[src/rtl/clock_divider_pkg.sv]
// ============================================================================
// clock_divider_pkg : shared defaults and the effective high-time rule
// Revision: 1.0
// ============================================================================
`default_nettype none

package clock_divider_pkg;

  localparam int DIV_WIDTH_DEFAULT = 5;
  localparam int DIV_WIDTH_MAX     = 16;

  // Out-of-range high times fall back to a ~50% duty cycle for the ratio.
  function automatic logic [DIV_WIDTH_MAX-1:0] high_eff(
    input logic [DIV_WIDTH_MAX-1:0] ratio,
    input logic [DIV_WIDTH_MAX-1:0] high
  );
    logic [DIV_WIDTH_MAX:0] period;
    period = {1'b0, ratio} + {{DIV_WIDTH_MAX{1'b0}}, 1'b1};
    if ((high != '0) && (high <= ratio)) begin
      high_eff = high;
    end else begin
      high_eff = period[DIV_WIDTH_MAX:1];
    end
  endfunction

endpackage

`default_nettype wire

[src/rtl/clock_divider_channel.sv]
// ============================================================================
// clock_divider_channel : one divider with shadow config applied at wrap
// Revision: 1.0
// ============================================================================
`default_nettype none

module clock_divider_channel
  import clock_divider_pkg::*;
#(
  parameter int DIV_WIDTH = DIV_WIDTH_DEFAULT
) (
  input  logic                 int_double_drm_clock_buffered,
  input  logic                 system_reset_in,
  input  logic [DIV_WIDTH-1:0] div_ratio,
  input  logic [DIV_WIDTH-1:0] div_high,
  input  logic                 cfg_load,
  input  logic                 sync_all,
  output logic                 cfg_ack,
  output logic                 clk_out,
  output logic                 cke_last,
  output logic                 cke_next_last
);

  logic [DIV_WIDTH-1:0] count_q, count_d;
  logic [DIV_WIDTH-1:0] ratio_q, ratio_d;
  logic [DIV_WIDTH-1:0] high_q, high_d;
  logic [DIV_WIDTH-1:0] shadow_ratio_q, shadow_ratio_d;
  logic [DIV_WIDTH-1:0] shadow_high_q, shadow_high_d;
  logic                 pending_q, pending_d;
  logic                 cfg_ack_q, cfg_ack_d;
  logic                 clk_out_q, clk_out_d;
  logic                 cke_last_q, cke_last_d;
  logic                 cke_next_last_q, cke_next_last_d;

  logic                 wrap;
  logic                 running;
  logic [DIV_WIDTH-1:0] high_eff_d;

  always_comb begin
    wrap           = (count_q == ratio_q);
    ratio_d        = ratio_q;
    high_d         = high_q;
    shadow_ratio_d = shadow_ratio_q;
    shadow_high_d  = shadow_high_q;
    pending_d      = pending_q;
    cfg_ack_d      = 1'b0;
    count_d        = wrap ? '0 : count_q + 1'b1;

    if (sync_all) begin
      count_d   = '0;
      pending_d = 1'b0;
      cfg_ack_d = pending_q | cfg_load;
      if (cfg_load) begin
        ratio_d = div_ratio;
        high_d  = div_high;
      end else if (pending_q) begin
        ratio_d = shadow_ratio_q;
        high_d  = shadow_high_q;
      end
    end else if (pending_q && wrap) begin
      ratio_d   = shadow_ratio_q;
      high_d    = shadow_high_q;
      cfg_ack_d = 1'b1;
      pending_d = 1'b0;
    end

    // A load coinciding with a wrap-apply stays pending for the next period.
    if (cfg_load) begin
      shadow_ratio_d = div_ratio;
      shadow_high_d  = div_high;
      pending_d      = !sync_all;
    end

    // Outputs are computed from next-state counter so they align with it.
    high_eff_d      = DIV_WIDTH'(high_eff(DIV_WIDTH_MAX'(ratio_d), DIV_WIDTH_MAX'(high_d)));
    running         = (ratio_d != '0);
    clk_out_d       = running && (count_d < high_eff_d);
    cke_last_d      = running && (count_d == ratio_d);
    cke_next_last_d = running && (count_d == ratio_d - 1'b1);
  end

  always_ff @(posedge int_double_drm_clock_buffered or posedge system_reset_in) begin
    if (system_reset_in) begin
      count_q         <= '0;
      ratio_q         <= '0;
      high_q          <= '0;
      shadow_ratio_q  <= '0;
      shadow_high_q   <= '0;
      pending_q       <= 1'b0;
      cfg_ack_q       <= 1'b0;
      clk_out_q       <= 1'b0;
      cke_last_q      <= 1'b0;
      cke_next_last_q <= 1'b0;
    end else begin
      count_q         <= count_d;
      ratio_q         <= ratio_d;
      high_q          <= high_d;
      shadow_ratio_q  <= shadow_ratio_d;
      shadow_high_q   <= shadow_high_d;
      pending_q       <= pending_d;
      cfg_ack_q       <= cfg_ack_d;
      clk_out_q       <= clk_out_d;
      cke_last_q      <= cke_last_d;
      cke_next_last_q <= cke_next_last_d;
    end
  end

  assign cfg_ack       = cfg_ack_q;
  assign clk_out       = clk_out_q;
  assign cke_last      = cke_last_q;
  assign cke_next_last = cke_next_last_q;

endmodule

`default_nettype wire

[src/rtl/clock_divider_bank.sv]
// ============================================================================
// clock_divider_bank : divided clocks, period enables and DCM reset sequencer
// Revision: 1.0
// ============================================================================
`default_nettype none

module clock_divider_bank
  import clock_divider_pkg::*;
#(
  parameter int NUM_CHANNELS       = 2,
  parameter int DIV_WIDTH          = DIV_WIDTH_DEFAULT,
  parameter int NUM_LOCKS          = 2,
  parameter int LOCK_STABLE_CYCLES = 64
) (
  input  logic                              int_double_drm_clock_buffered,
  input  logic                              system_reset_in,
  input  logic [NUM_LOCKS-1:0]              dcm_locked,
  input  logic [NUM_CHANNELS*DIV_WIDTH-1:0] div_ratio,
  input  logic [NUM_CHANNELS*DIV_WIDTH-1:0] div_high,
  input  logic [NUM_CHANNELS-1:0]           cfg_load,
  output logic [NUM_CHANNELS-1:0]           cfg_ack,
  input  logic                              sync_all,
  output logic [NUM_CHANNELS-1:0]           clk_out,
  output logic [NUM_CHANNELS-1:0]           cke_last,
  output logic [NUM_CHANNELS-1:0]           cke_next_last,
  output logic [NUM_LOCKS-1:0]              locked_status,
  output logic                              system_reset_out
);

  localparam int                  STABLE_W     = $clog2(LOCK_STABLE_CYCLES + 1);
  localparam logic [STABLE_W-1:0] STABLE_LIMIT = STABLE_W'(LOCK_STABLE_CYCLES);

  for (genvar i = 0; i < NUM_CHANNELS; i++) begin : g_channel
    clock_divider_channel #(
      .DIV_WIDTH (DIV_WIDTH)
    ) u_channel (
      .int_double_drm_clock_buffered (int_double_drm_clock_buffered),
      .system_reset_in               (system_reset_in),
      .div_ratio                     (div_ratio[i*DIV_WIDTH +: DIV_WIDTH]),
      .div_high                      (div_high[i*DIV_WIDTH +: DIV_WIDTH]),
      .cfg_load                      (cfg_load[i]),
      .sync_all                      (sync_all),
      .cfg_ack                       (cfg_ack[i]),
      .clk_out                       (clk_out[i]),
      .cke_last                      (cke_last[i]),
      .cke_next_last                 (cke_next_last[i])
    );
  end

  logic [NUM_LOCKS-1:0] lock_meta_q, lock_meta_d;
  logic [NUM_LOCKS-1:0] lock_sync_q, lock_sync_d;
  logic [STABLE_W-1:0]  stable_count_q, stable_count_d;
  logic                 system_reset_out_q, system_reset_out_d;
  logic                 all_locked;

  always_comb begin
    lock_meta_d    = dcm_locked;
    lock_sync_d    = lock_meta_q;
    all_locked     = &lock_sync_q;
    stable_count_d = stable_count_q;
    if (!all_locked) begin
      stable_count_d = '0;
    end else if (stable_count_q != STABLE_LIMIT) begin
      stable_count_d = stable_count_q + 1'b1;
    end
    // A single low synchronised lock reasserts reset on the very next edge.
    system_reset_out_d = !(all_locked && (stable_count_q == STABLE_LIMIT));
  end

  always_ff @(posedge int_double_drm_clock_buffered or posedge system_reset_in) begin
    if (system_reset_in) begin
      lock_meta_q        <= '0;
      lock_sync_q        <= '0;
      stable_count_q     <= '0;
      system_reset_out_q <= 1'b1;
    end else begin
      lock_meta_q        <= lock_meta_d;
      lock_sync_q        <= lock_sync_d;
      stable_count_q     <= stable_count_d;
      system_reset_out_q <= system_reset_out_d;
    end
  end

  assign locked_status    = lock_sync_q;
  assign system_reset_out = system_reset_out_q;

endmodule

`default_nettype wire
[config.mk]
export PLATFORM = sky130hd
export DESIGN_NAME = clock_divider_bank
export DESIGN_NICKNAME = d
export VERILOG_FILES = /design/src/rtl/clock_divider_pkg.sv /design/src/rtl/clock_divider_channel.sv /design/src/rtl/clock_divider_bank.sv
export SDC_FILE = /design/constraint.sdc
export NUM_CORES = 1
export LEC_CHECK = 0
export ABC_AREA = 1
export BUFFER_PORTS_ARGS = -buffer_cell sky130_fd_sc_hd__buf_2
export CAP_MARGIN = 15
export CORE_UTILIZATION = 35
export CTS_BUF_LIST = sky130_fd_sc_hd__clkbuf_4 sky130_fd_sc_hd__clkbuf_8
export DETAILED_ROUTE_END_ITERATION = 10
export HOLD_SLACK_MARGIN = 0.06
export PLACE_DENSITY = 0.49
export SYNTH_ARGS = -nofsm -noshare
export SYNTH_HDL_FRONTEND = slang
export SYNTH_SLANG_ARGS = --single-unit
[constraint.sdc]
create_clock -name int_double_drm_clock_buffered -period 3.4 [get_ports int_double_drm_clock_buffered]
set_input_delay 0.68 -clock int_double_drm_clock_buffered [delete_from_list [all_inputs] [get_ports int_double_drm_clock_buffered]]
set_output_delay 0.68 -clock int_double_drm_clock_buffered [all_outputs]
set_load 0.02 [all_outputs]
==> impl_metrics.env <==
export IMPL_status="completed"
export IMPL_grt_pass1_wl_um=21000
export IMPL_worst_pin_slew_ns=0.991
export IMPL_crit_type="reg -> reg"
export IMPL_grt_max_degree=46
export IMPL_power_uw=2650
export IMPL_skew_ns=0.00773
export IMPL_ys_top_cells_by_area="dfrtp_1 36%, nand2_1 10%, ha_1 5.3%"
export IMPL_root_buffer="clkbuf_8"
export IMPL_wl_um=12200
export IMPL_layout_drive_gt1_share=0.243
export IMPL_syn_to_final_growth_pct=14.5
export IMPL_synth_top_area_cell="dfrtp_1"
export IMPL_fp_dieW_um=121
export IMPL_syn_inst=635
export IMPL_critPathCaptureType="register"
export IMPL_tns_ns=0
export IMPL_gr_total_overflow=0
export IMPL_cts_buffers=9
export IMPL_ir_worst_vdd_mv=0.156
export IMPL_synthesis_area_sq_um=4930
export IMPL_cts_sinks=72
export IMPL_cts_tree="built"
export IMPL_dieArea_sq_um=14600
export IMPL_start_util=0.357
export IMPL_switching_power_uw=950
export IMPL_cp_start_kind="register"
export IMPL_antenna_left=0
export IMPL_core_sq_um=13800
export IMPL_maxCapViolCount=0
export IMPL_place_ws_ns=0.0414
export IMPL_rsz0062_at_grt="no"
export IMPL_p_leak_uw=0.00277
export IMPL_synth_cell_types=47
export IMPL_grt_pass1_vias=4317
export IMPL_syn_num_nets=683
export IMPL_cts_buffer_depth=2
export IMPL_fp_dieH_um=121
export IMPL_place_gp_congestion=0.855
export IMPL_period_share=0.922
export IMPL_timing_fmax_mhz=319
export IMPL_grt_usage=0.188
export IMPL_netSwitchingFraction=0.359
export IMPL_drc_errors=0
export IMPL_synth_most_common_cell="nand2_1"
export IMPL_routed_via_density=4.88
export IMPL_holdCritPathClass="reg -> reg"
export IMPL_pwr_share_clk=0.295
export IMPL_synth_top_area_share=0.360
export IMPL_yosys_top_cells_count="136 x nand2_1, 71 x dfrtp_1, 62 x inv_1"
export IMPL_period_needed_ns=3.13
export IMPL_hpwl_um=9490
export IMPL_ys_async_sr_fraction=1.00
export IMPL_rows=43
export IMPL_p_int_uw=1700
export IMPL_drt_iter0_drc=207
export IMPL_clk_insertion_delay_late_ns=0.36
export IMPL_wire_per_inst_um=14.0
export IMPL_fin_ws_ns=0.266
export IMPL_yosys_warnings=0
export IMPL_io_pins=38
export IMPL_avgSynthCellArea_sq_um=7.77
export IMPL_port_buffers=37
export IMPL_power_density_nw_per_um2=469
export IMPL_pwr_share_seq=0.376
export IMPL_cp_required_ns=3.69
export IMPL_antenna_found_initial=0
export IMPL_vias=4242
export IMPL_arrival_ns=3.43
export IMPL_drv_slew=0
export IMPL_drtPass1Iterations=4
export IMPL_synth_edf_count=0
export IMPL_finish_utilization=0.408
export IMPL_hold_viol_final=0
export IMPL_power_frac_comb=0.329
export IMPL_synth_ff_type="dfrtp_1"
export IMPL_final_nets=733
export IMPL_cts_htree_levels=3
export IMPL_synth_seq_cells=72
export IMPL_crit_fanout=11
export IMPL_finalSetupViolCount=0
export IMPL_path_clk_slew_ns=0.08
export IMPL_synth_seq_area_share=0.366
export IMPL_diodes=0
export IMPL_slew_headroom=0.338
## metal layers
metal,GRT usage,wire length (um)
met1,0.229,5460
met2,0.311,5880
met3,0.0453,435
met4,0.0918,436
met5,0,0
## flip-flops by register name (all words and copies together) (netlist names), 7 cells and up
name and cells:
g_channel.u_channel.count_q 10, g_channel.u_channel.high_q 10, g_channel.u_channel.ratio_q 10, g_channel.u_channel.shadow_high_q 10, g_channel.u_channel.shadow_ratio_q 10, stable_count_q 7
## per-stage QoR
| stage | hold WS, ns | std cells | cell area [sq um] |
|---|---|---|---|
| after detailed placement | 0.335 | 846 | 5350 |
| after global routing | 0.349 | 870 | 5650 |
| after global placement | 0.331 | 846 | 5350 |
| after floorplan | 0.331 | 635 | 4930 |
| final | 0.343 | 870 | 5650 |
| after CTS | 0.350 | 862 | 5570 |
## cell type report
type / count / area [sq um]
inverters: 77 / 292
clock inverters: 5 / 80.1
multi-input cells: 458 / 2670
flip-flops and latches: 72 / 1810
repair buffers: 67 / 427
fillers: 1409 / 8180
well taps: 180 / 225
clock buffers: 11 / 145
## worst max-delay path, stage by stage, from the launching register on
cell,delay [ns]
dfrtp_1,0.46
inv_2,0.08
nand2_1,0.06
nand2_1,0.06
nor2_2,0.12
nand4_4,0.15
buf_6,0.19
a21oi_2,0.13
o21ai_2,0.08
o21ai_4,0.12
ha_1,0.31
nand3_2,0.10
nor2_1,0.05
nor2_1,0.08
nand2_1,0.06
nand2_2,0.08
nand2_4,0.08
o21ai_0,0.18
ha_1,0.27
a21oi_1,0.14
o221ai_1,0.14
a21oi_2,0.11
## power groups by stage
stage               clock network (uW)  registers, uW  logic, uW
floorplan                            0            993        676
global placement                     0           1020        841
detailed placement                   0           1020        856
CTS                                812           1000        861
global route                       856           1010        999
finish                             781            996        873
## placed cells by master, fill, tap and decap left out, types with 18 or more instances in the layout
cell       n
ha_1      21
buf_4     28
inv_1     61
a21oi_1   31
xor2_1    18
nand2_1  136
buf_2     37
dfrtp_1   67
o21ai_0   48
nand3_1   44
nor2_1    46
## logic make-up after synthesis
| logic type | after synthesis | synth area share |
|---|---|---|
| and+or+nand+nor | 291 | 0.291 |
| AOI/OAI and AO/OA | 117 | 0.142 |
| buffers and inverters | 105 | 0.0936 |
| DFF | 72 | 0.366 |
| xor gates and xnor gates | 29 | 0.0546 |
| adders and majority gates | 21 | 0.0533 |
## path summary, 6_finish.rpt
kind	end	start	cells past startpoint	slack (ns)
worst min register to register	locked_status[1]	lock_meta_q[1]	0	0.34
worst max register to register	g_channel[1].u_channel.clk_out	g_channel[1].u_channel.ratio_q[2]	21	0.27
max in group asynchronous	g_channel[1].u_channel.count_q[0]	system_reset_in	3	2.02
worst max-delay path	g_channel[1].u_channel.clk_out	g_channel[1].u_channel.ratio_q[2]	21	0.27
min in group asynchronous	g_channel[0].u_channel.shadow_high_q[1]	system_reset_in	2	0.55
worst min-delay path	locked_status[1]	lock_meta_q[1]	0	0.34
## repair_timing
item / in CTS / in global routing
resized for setup: 0 / 9
setup endpoints to repair: 0 / 2
hold buffers: 0 / 0
setup buffers: 0 / 8
No activity file was read; power rests on OpenSTA's default activity.
